<file path="config.mk">
export PLATFORM = sky130hd
export DESIGN_NAME = seg7_scan_driver_flat
export DESIGN_NICKNAME = d
export VERILOG_FILES = /design/src/rtl/seg7_scan_driver_if.sv /design/src/rtl/seg7_scan_driver.sv /design/src/flat_wrapper.sv
export SDC_FILE = /design/constraint.sdc
export NUM_CORES = 1
export LEC_CHECK = 0
export CELL_PAD_IN_SITES_DETAIL_PLACEMENT = 0
export CELL_PAD_IN_SITES_GLOBAL_PLACEMENT = 1
export CORE_MARGIN = 3
export CORE_UTILIZATION = 38
export DETAILED_ROUTE_END_ITERATION = 10
export GPL_TIMING_DRIVEN = 0
export PLACE_DENSITY_LB_ADDON = 0.1
export SETUP_SLACK_MARGIN = 0.15
export SYNTH_ARGS = -nofsm -noshare
export SYNTH_HDL_FRONTEND = slang
export SYNTH_SLANG_ARGS = --single-unit
</file>
<file path="constraint.sdc">
create_clock -name clk -period 6.4 [get_ports clk]
set_clock_uncertainty 0.2 [all_clocks]
set_input_delay 1.92 -clock clk [delete_from_list [all_inputs] [get_ports clk]]
set_output_delay 1.92 -clock clk [all_outputs]
set_load 0.01 [all_outputs]
</file>
<file path="src/rtl/seg7_scan_driver_if.sv">
// Upstream-facing bundle of the seven-segment scan driver.
// The lab logic drives values and enables; the driver returns segments, digit selects and frame pulse.
interface seg7_scan_driver_if #(
    parameter int w_digit = 8
);
    logic [w_digit*4-1:0] number;
    logic [w_digit-1:0]   dots;
    logic [w_digit-1:0]   digit_en;
    logic [w_digit-1:0]   raw_en;
    logic [w_digit*8-1:0] raw_seg;
    logic [7:0]           abcdefgh;
    logic [w_digit-1:0]   digit;
    logic                 frame_start;

    modport master (
        output number, dots, digit_en, raw_en, raw_seg,
        input  abcdefgh, digit, frame_start
    );

    modport slave (
        input  number, dots, digit_en, raw_en, raw_seg,
        output abcdefgh, digit, frame_start
    );
endinterface

</file>
<file path="src/rtl/seg7_scan_driver.sv">
// Time-multiplexed seven-segment scanner: one digit per slot, blanking gap at slot start.
// Inputs are snapshotted once per frame; all outputs are registered and aligned with cnt/idx.
module seg7_scan_driver #(
    parameter int clk_mhz     = 50,
    parameter int w_digit     = 8,
    parameter int digit_hz    = 1000,
    parameter int dead_cycles = 64
) (
    input  logic                 clk,
    input  logic                 rst,
    seg7_scan_driver_if.slave    bus
);
    localparam int PERIOD = clk_mhz * 1_000_000 / digit_hz;
    localparam int CW     = (PERIOD > 1) ? $clog2(PERIOD) : 1;
    localparam int IW     = $clog2(w_digit);

    localparam logic [CW-1:0] CNT_MAX = CW'(PERIOD - 1);
    localparam logic [IW-1:0] IDX_MAX = IW'(w_digit - 1);
    localparam logic [CW-1:0] DEAD    = CW'(dead_cycles);

    logic [CW-1:0]        cnt_q, cnt_d;
    logic [IW-1:0]        idx_q, idx_d;
    logic [w_digit*4-1:0] snap_num_q, snap_num_d;
    logic [w_digit-1:0]   snap_dots_q, snap_dots_d;
    logic [w_digit-1:0]   snap_en_q, snap_en_d;
    logic [w_digit-1:0]   snap_raw_en_q, snap_raw_en_d;
    logic [w_digit*8-1:0] snap_raw_q, snap_raw_d;
    logic [7:0]           seg_q, seg_d;
    logic [w_digit-1:0]   digit_q, digit_d;
    logic                 frame_start_q, frame_start_d;

    logic [3:0]           nib;
    logic [7:0]           hex;

    function automatic logic [7:0] hex_seg(input logic [3:0] n);
        case (n)
            4'h0: hex_seg = 8'hFC;
            4'h1: hex_seg = 8'h60;
            4'h2: hex_seg = 8'hDA;
            4'h3: hex_seg = 8'hF2;
            4'h4: hex_seg = 8'h66;
            4'h5: hex_seg = 8'hB6;
            4'h6: hex_seg = 8'hBE;
            4'h7: hex_seg = 8'hE0;
            4'h8: hex_seg = 8'hFE;
            4'h9: hex_seg = 8'hF6;
            4'hA: hex_seg = 8'hEE;
            4'hB: hex_seg = 8'h3E;
            4'hC: hex_seg = 8'h9C;
            4'hD: hex_seg = 8'h7A;
            4'hE: hex_seg = 8'h9E;
            default: hex_seg = 8'h8E;
        endcase
    endfunction

    // Outputs are computed from the next cnt/idx/snapshot so the registered
    // values line up with the counter state of the same cycle.
    always_comb begin
        cnt_d         = cnt_q + 1'b1;
        idx_d         = idx_q;
        snap_num_d    = snap_num_q;
        snap_dots_d   = snap_dots_q;
        snap_en_d     = snap_en_q;
        snap_raw_en_d = snap_raw_en_q;
        snap_raw_d    = snap_raw_q;
        digit_d       = '0;
        seg_d         = '0;

        if (cnt_q == CNT_MAX) begin
            cnt_d = '0;
            idx_d = (idx_q == IDX_MAX) ? '0 : idx_q + 1'b1;
        end

        frame_start_d = (cnt_d == '0) && (idx_d == '0);
        if (frame_start_d) begin
            snap_num_d    = bus.number;
            snap_dots_d   = bus.dots;
            snap_en_d     = bus.digit_en;
            snap_raw_en_d = bus.raw_en;
            snap_raw_d    = bus.raw_seg;
        end

        nib = snap_num_d[4*idx_d +: 4];
        hex = hex_seg(nib);

        if ((cnt_d >= DEAD) && snap_en_d[idx_d]) begin
            digit_d = {{(w_digit-1){1'b0}}, 1'b1} << idx_d;
            if (snap_raw_en_d[idx_d]) begin
                seg_d = snap_raw_d[8*idx_d +: 8];
            end else begin
                seg_d = hex | {7'b0, snap_dots_d[idx_d]};
            end
        end
    end

    always_ff @(posedge clk or posedge rst) begin
        if (rst) begin
            cnt_q         <= CNT_MAX;
            idx_q         <= IDX_MAX;
            snap_num_q    <= '0;
            snap_dots_q   <= '0;
            snap_en_q     <= '0;
            snap_raw_en_q <= '0;
            snap_raw_q    <= '0;
            seg_q         <= '0;
            digit_q       <= '0;
            frame_start_q <= 1'b0;
        end else begin
            cnt_q         <= cnt_d;
            idx_q         <= idx_d;
            snap_num_q    <= snap_num_d;
            snap_dots_q   <= snap_dots_d;
            snap_en_q     <= snap_en_d;
            snap_raw_en_q <= snap_raw_en_d;
            snap_raw_q    <= snap_raw_d;
            seg_q         <= seg_d;
            digit_q       <= digit_d;
            frame_start_q <= frame_start_d;
        end
    end

    assign bus.abcdefgh    = seg_q;
    assign bus.digit       = digit_q;
    assign bus.frame_start = frame_start_q;
endmodule

</file>
<file path="src/flat_wrapper.sv">
// flat-port wrapper written by rule: the top's interface ports become plain ports
module seg7_scan_driver_flat 
#(
    parameter int clk_mhz     = 50,
    parameter int w_digit     = 8,
    parameter int digit_hz    = 1000,
    parameter int dead_cycles = 64
)
  (clk, rst, bus_number, bus_dots, bus_digit_en, bus_raw_en, bus_raw_seg, bus_abcdefgh, bus_digit, bus_frame_start);
  seg7_scan_driver_if #(.w_digit(w_digit)) bus_i ();
  input  logic clk;
  input  logic rst;
  input wire logic [$bits(bus_i.number)-1:0] bus_number;
  input wire logic [$bits(bus_i.dots)-1:0] bus_dots;
  input wire logic [$bits(bus_i.digit_en)-1:0] bus_digit_en;
  input wire logic [$bits(bus_i.raw_en)-1:0] bus_raw_en;
  input wire logic [$bits(bus_i.raw_seg)-1:0] bus_raw_seg;
  output wire logic [$bits(bus_i.abcdefgh)-1:0] bus_abcdefgh;
  output wire logic [$bits(bus_i.digit)-1:0] bus_digit;
  output wire logic [$bits(bus_i.frame_start)-1:0] bus_frame_start;
  assign bus_i.number = bus_number;
  assign bus_i.dots = bus_dots;
  assign bus_i.digit_en = bus_digit_en;
  assign bus_i.raw_en = bus_raw_en;
  assign bus_i.raw_seg = bus_raw_seg;
  assign bus_abcdefgh = bus_i.abcdefgh;
  assign bus_digit = bus_i.digit;
  assign bus_frame_start = bus_i.frame_start;
  seg7_scan_driver #(.clk_mhz(clk_mhz), .w_digit(w_digit), .digit_hz(digit_hz), .dead_cycles(dead_cycles)) u_core (.clk(clk), .rst(rst), .bus(bus_i));
endmodule
</file>
== Yosys cells after proc, flatten, opt, wreduce, memory -nomap -nowiden ==
Memory sizes are Yosys's and may differ from the RTL's.
Cells that the tools add are included.
Storage, ports and cells
  flip-flop bits (word level): 156
  bits in read-only memories: 112
  input port bits: 122
  output and inout bits: 17
  word-level logic and storage cells: 42
  memories: 1
Operators by class
  add/subtract/negate cells: 2
  $lt $le $gt $ge: 2
  equality and inequality tests: 2
  shift operators: 3
  muxes and demuxes: 17
  bitwise logic cells: 1
  reduce and logical (&&, ||, !) cells: 4
Memory list
  (name not given): depth 16, bits a word 7, read ports 1, clocked after Yosys merged registers in 0, wr ports 0, line seg7_scan_driver.sv:36  | case (n)
Operators with widths (count)
  2-to-1 mux 64 bit: 1
  variable part select 64 x 7 -> 8 bit: 1
  2-to-1 mux 8 bit: 6
  2-to-1 mux 32 bit: 1
  variable part select 32 x 6 -> 4 bit: 1
  adder 16 x 1 -> 16 bit (second input constant): 1
  == test 16 bit (second input constant): 1
  >= comparator 16 x 7 -> 1 bit (second input constant): 1
  logical NOT 16 bit: 1
  2-to-1 mux 16 bit: 1
  binary-select mux 1 bit (select 3 bit): 3
  OR 8 x 1 -> 8 bit: 1
  << shifter 1 x 3 -> 8 bit (first input constant): 1
  2-to-1 mux 3 bit: 2
  < comparator 3 x 4 -> 1 bit (second input constant): 1
  adder 3 x 1 -> 3 bit (second input constant): 1
  == test 3 bit (second input constant): 1
  logical NOT 3 bit: 1
  2-to-1 mux 1 bit: 3
  logical AND 1 bit: 2

== Longest topological paths before layout ==
  word-level depth: 11
  gate-level depth with buffers: 15
  gate-level depth less buffers: 15

== Least setup slack after synthesis ==
Ideal clock, no wire load.
  kind: flip-flop to flip-flop
  from: register u_core.cnt_q[0]
  to: register u_core.seg_q[4], in the netlist u_core.bus.abcdefgh[4]
  setup time: 0.122 ns
  data arrival time: 3.963 ns
  slack: 2.116 ns
  cell stages (with the launch flop): 16
  buffers on the path: 1
  cell sequence: dfstp_2 > ha_1 > and3_1 > nand4_4 > or3_1 > a2111o_1 > a211oi_4 > buf_6 > mux2_1 > a221oi_1 > a21oi_2 > inv_1 > ha_1 > a21boi_0 > o21ai_0 > a32o_1
On the way
  longest elaborated chain between the ends: 10
  elaborated cells on any way between the ends: 23
  those cells by class: add/sub: 1; order compare: 1; eq/ne: 1; shift: 2; mux: 12; bitwise: 1; reduce/logical: 4; memory: 1
Ends and longest elaborated chain
  start, declared: line seg7_scan_driver.sv:21  | logic [CW-1:0] cnt_q, cnt_d;
  start signal, assigned: line seg7_scan_driver.sv:109  | cnt_q <= cnt_d;
  adder 16 x 1 -> 16 bit or == test 16 bit (tied branches): line seg7_scan_driver.sv:59, seg7_scan_driver.sv:69
  2-to-1 mux 16 bit or 2-to-1 mux 3 bit (tied branches): line seg7_scan_driver.sv:69  | if (cnt_q == CNT_MAX) begin
  logical NOT 16 bit or logical NOT 3 bit (tied branches): line seg7_scan_driver.sv:74  | frame_start_d = (cnt_d == '0) && (idx_d == '0);
  logical AND 1 bit *: line seg7_scan_driver.sv:74
  2-to-1 mux 32 bit *: line seg7_scan_driver.sv:75  | if (frame_start_d) begin
  net u_core.snap_num_d[16]: line seg7_scan_driver.sv:23  | logic [w_digit*4-1:0] snap_num_q, snap_num_d;
  variable part select 32 x 6 -> 4 bit *: line seg7_scan_driver.sv:83  | nib = snap_num_d[4*idx_d +: 4];
  memory read (16 x 7 bit) *
  OR 8 x 1 -> 8 bit *: line seg7_scan_driver.sv:91  | seg_d = hex | {7'b0, snap_dots_d[idx_d]};
  2-to-1 mux 8 bit *: line seg7_scan_driver.sv:88  | if (snap_raw_en_d[idx_d]) begin
  2-to-1 mux 8 bit *: line seg7_scan_driver.sv:86  | if ((cnt_d >= DEAD) && snap_en_d[idx_d]) begin
  net u_core.seg_d[4]: line seg7_scan_driver.sv:28  | logic [7:0] seg_q, seg_d;
  end signal, assigned: line seg7_scan_driver.sv:116  | seg_q <= seg_d;
  end, declared: line seg7_scan_driver.sv:28
The timed path passes the listed nets; every way through them passes the cells marked *. The select of a mux whose other input is x is not followed.

== Final worst setup path ==
  from: register u_core.cnt_q[0]
  to: register u_core.seg_q[6], in the netlist u_core.bus.abcdefgh[6]
Same word-level chain as after synthesis.

==> metrics.yaml <==
drt:
  dr_total_vias: 5347
  drtIter0Drc: 216
  drt_wl_total_um: 21000
  ant_nets: 0
  dr.pass1.iters: 4
  wl_per_cell_um: 20.3
  viasPerCell: 5.18
  drcViolationCount: 0
global_route:
  antenna_found_initial: 0
  grt_max_degree: 43
  grt_overflow: 0
  track_usage_pct: 20.3
  grt_pass1_vias: 5876
  grt_pass1_wl_um: 33600
power_and_ir_drop:
  power_density_nw_per_um2: 225
  p_leak_nw: 4.69
  p_int_w: 0.00181
  power.switching_w: 0.000442
  p_seq_share_pct: 43.9
  p_sw_share_pct: 19.6
  peakVddDrop_uv: 157
  power_frac_comb_pct: 4.6
  clkPwrFrac_pct: 51.5
place:
  dp.cells: 1001
  post_dp_cell_area_um2: 9310
  routabilityCongestion: 0.837
  numPortBuffers: 138
  place_hpwl_um: 15700
sta:
  finalSetupTns_ps: 0
  drv_slew: 0
  fin_crit_sh_pct: 78.3
  hold_ws_ps: 291
  rsz0062_at_grt: "no"
  slew_headroom_pct: 40.2
  finalHoldViolations: 0
  setup_viol: 0
  worst_pin_slew_ps: 872
  fin_crit_ps: 5010
  clock.fmax_mhz: 200
clocking:
  clkSlewWorstSetupHoldPaths_ps: 60
  numCtsBuffers: 17
  post_cts_resized: 0
  clk_latency_ps: 420
  cts_hold_buf: 0
  cts_tree: "yes"
  htreeDepth: 4
  root_buffer: "clkbuf_16"
  postCtsSetupRepairBufs: 0
  clk_path_buf_depth: 2
  clkSinkCount: 156
min_path:
  hold_class: "reg -> reg"
  hp-start: "u_core.snap_num_q[16]$_DFF_PP0_"
  min_delay_worst_endpoint: "u_core.snap_num_q[16]$_DFF_PP0_"
  min_path_cells: 1
die:
  coreArea_um2: 19100
  start_util_pct: 39.4
  io_pins: 139
  placement_rows: 50
  dieHeight_um: 147
  dieArea_um2: 21500
  die_x_um: 147
logic_synthesis:
  synthArstFlopShare_pct: 100
  ys_types: 74
  synth_seq_cells: 156
  ys.warnings.count: 0
  syn_inst: 599
  syn_nets: 731
  synth_edf_count: 0
  synth_area_um2: 7520
  synthFlopType: "dfrtp_1"
  avgSynthCellArea_um2: 12.5
  ys_seq_area_share_pct: 52.1
layout:
  finish.instance_area_um2: 9980
  drive_above_1_share_pct: 25.9
  fin_cells: 1032
  n_antenna_cell: 0
  post-route-util_pct: 52.3
  area_growth_pct: 32.8
  finalNetCount: 892
worst_setup_path:
  cp_max_fo: 10
  reg2regPathDepth: 15
  crit_arrival_ps: 5070
  critical_path_class: "reg -> reg"
  r2r_start: "u_core.cnt_q[0]$_DFF_PP1_"
  ff2ff_setup_slack_ps: 1390
  r2r_end: "u_core.bus.abcdefgh[6]$_DFF_PP0_"
  critPathRequiredTime_ps: 6460
  end_kind: "register"
  start_kind: "register"
flow_run:
  drv_cap: 0
outcome:
  status: "finished, final reports clean"
## final cells by class
type | count | area [um2]
Fill cell | 1675 | 9100
Multi-Input combinational cell | 399 | 3370
Tap cell | 260 | 325
Clock buffer | 20 | 457
Buffer | 30 | 171
Inverter | 14 | 56.3
Timing Repair Buffer | 142 | 1460
Clock inverter | 11 | 215
Sequential cell | 156 | 3920
## worst max path at each step
| stage | from | endpoint | slack [ps] |
|---|---|---|---|
| after floorplan | u_core.cnt_q[0]$_DFF_PP1_ | u_core.bus.abcdefgh[4]$_DFF_PP0_ | 2120 |
| after global placement | rst | u_core.snap_raw_q[33]$_DFF_PP0_ | 960 |
| after detailed placement | u_core.cnt_q[0]$_DFF_PP1_ | u_core.bus.abcdefgh[6]$_DFF_PP0_ | 1470 |
| after CTS | u_core.cnt_q[0]$_DFF_PP1_ | u_core.bus.abcdefgh[6]$_DFF_PP0_ | 1440 |
| after global routing | u_core.cnt_q[0]$_DFF_PP1_ | u_core.bus.abcdefgh[6]$_DFF_PP0_ | 1160 |
| final | u_core.cnt_q[0]$_DFF_PP1_ | u_core.bus.abcdefgh[6]$_DFF_PP0_ | 1390 |
## sequential cells by signal (all words and copies together) (netlist names)
name	flops
u_core.snap_raw_q	64
u_core.snap_num_q	32
u_core.cnt_q	16
u_core.bus.abcdefgh	8
u_core.bus.digit	8
u_core.snap_dots_q	8
u_core.snap_en_q	8
u_core.snap_raw_en_q	8
u_core.idx_q	3
u_core.bus.frame_start	1
## worst max-delay path, stage by stage, from the launching register on
cell      delay [ps]
dfstp_2          570
ha_1             210
and3_1           250
nand4_4          210
or3_1            410
a2111o_1         490
a211oi_4         340
buf_6            210
mux2_1           350
a221oi_1         380
a21oi_2          180
inv_1            170
ha_1             250
inv_1             70
o32ai_1           90
a211oi_1         440
## cells in the final DEF, fill, tap and decap left out, drive strengths merged, types with 6 or more instances in the layout
master / n
nand3: 14
nor3: 7
bufinv: 6
mux2: 125
and2: 6
inv: 12
ha: 10
a21oi: 14
dfrtp: 144
xnor2: 6
nand4: 8
buf: 23
nand2: 34
clkbuf: 31
clkdlybuf4s50: 138
o21ai: 16
mux2i: 37
xor2: 7
nor2: 28
dfstp: 12
## synthesized netlist by cell type (2+ instances only)
| master | number | share of area, % |
|---|---|---|
| o211ai_1 | 2 | 0.20 |
| a221oi_1 | 3 | 0.35 |
| nand2b_1 | 5 | 0.42 |
| a32o_1 | 3 | 0.40 |
| dfstp_2 | 12 | 4.2 |
| a211oi_2 | 2 | 0.33 |
| xor2_1 | 7 | 0.82 |
| a221o_1 | 3 | 0.40 |
| a31oi_1 | 2 | 0.17 |
| dfrtp_1 | 144 | 48 |
| o2111a_1 | 2 | 0.30 |
| and3_1 | 5 | 0.42 |
| or2_2 | 3 | 0.25 |
| and2_1 | 5 | 0.42 |
| xnor2_1 | 6 | 0.70 |
| a21o_1 | 3 | 0.30 |
| buf_1 | 3 | 0.15 |
| clkbuf_1 | 10 | 0.50 |
| o21ai_0 | 15 | 1.0 |
| a21oi_1 | 13 | 0.87 |
| buf_2 | 9 | 0.60 |
| buf_6 | 2 | 0.30 |
| a211oi_1 | 2 | 0.20 |
| o211a_1 | 4 | 0.53 |
| o22ai_1 | 4 | 0.33 |
| nor3_1 | 7 | 0.47 |
| and4bb_1 | 2 | 0.33 |
| or3_1 | 5 | 0.42 |
| mux2_2 | 119 | 18 |
| nand4_1 | 7 | 0.58 |
| a211o_1 | 4 | 0.47 |
| inv_1 | 13 | 0.65 |
| mux2_1 | 5 | 0.75 |
| o221a_2 | 2 | 0.30 |
| buf_4 | 4 | 0.40 |
| nor3b_1 | 3 | 0.30 |
| nor4_1 | 5 | 0.42 |
| nand2_1 | 34 | 1.7 |
| ha_1 | 10 | 1.7 |
| nor2_1 | 27 | 1.3 |
| nand3_1 | 14 | 0.93 |
| mux2i_1 | 37 | 4.9 |
## layer usage
metal  global-route usage (%)  vias to the layer above  share of wire (%)
met3                     4.72                       20                4.0
met1                     27.2                     2713                 46
met2                     33.6                      108                 49
met5                        0                        -                  0
met4                     4.56                        0               0.90
li1                         -                     2506                  -
## cell families after synthesis
| kind of cell | count (synthesis) | synth area share (%) |
|---|---|---|
| multiplexers | 163 | 24.0 |
| flip-flops | 156 | 52.1 |
| AND/OR/NAND/NOR | 130 | 9.14 |
| AO/OA/AOI/OAI | 83 | 8.56 |
| buffers and inverters | 44 | 2.98 |
| XOR/XNOR | 13 | 1.51 |
| adder cells (fa/ha/maj) | 10 | 1.66 |
## through the flow
| step | setup WS (ps) | power [W] |
|---|---|---|
| floorplan | 2120 | 0.00102 |
| global placement | 957 | 0.00110 |
| detailed placement | 1470 | 0.00111 |
| CTS | 1440 | 0.00227 |
| global route | 1160 | 0.00232 |
| finish | 1390 | 0.00225 |
## power by group through the flow
| stage | clock network, W | registers (W) | logic, W |
|---|---|---|---|
| after floorplan | 0 | 0.00100 | 0.0000151 |
| after global placement | 0 | 0.00100 | 0.0000992 |
| after detailed placement | 0 | 0.00100 | 0.000106 |
| after CTS | 0.00118 | 0.000986 | 0.000107 |
| after global routing | 0.00122 | 0.000986 | 0.000113 |
| final | 0.00116 | 0.000987 | 0.000104 |
Note: power is estimated with default switching activity, not from simulation.
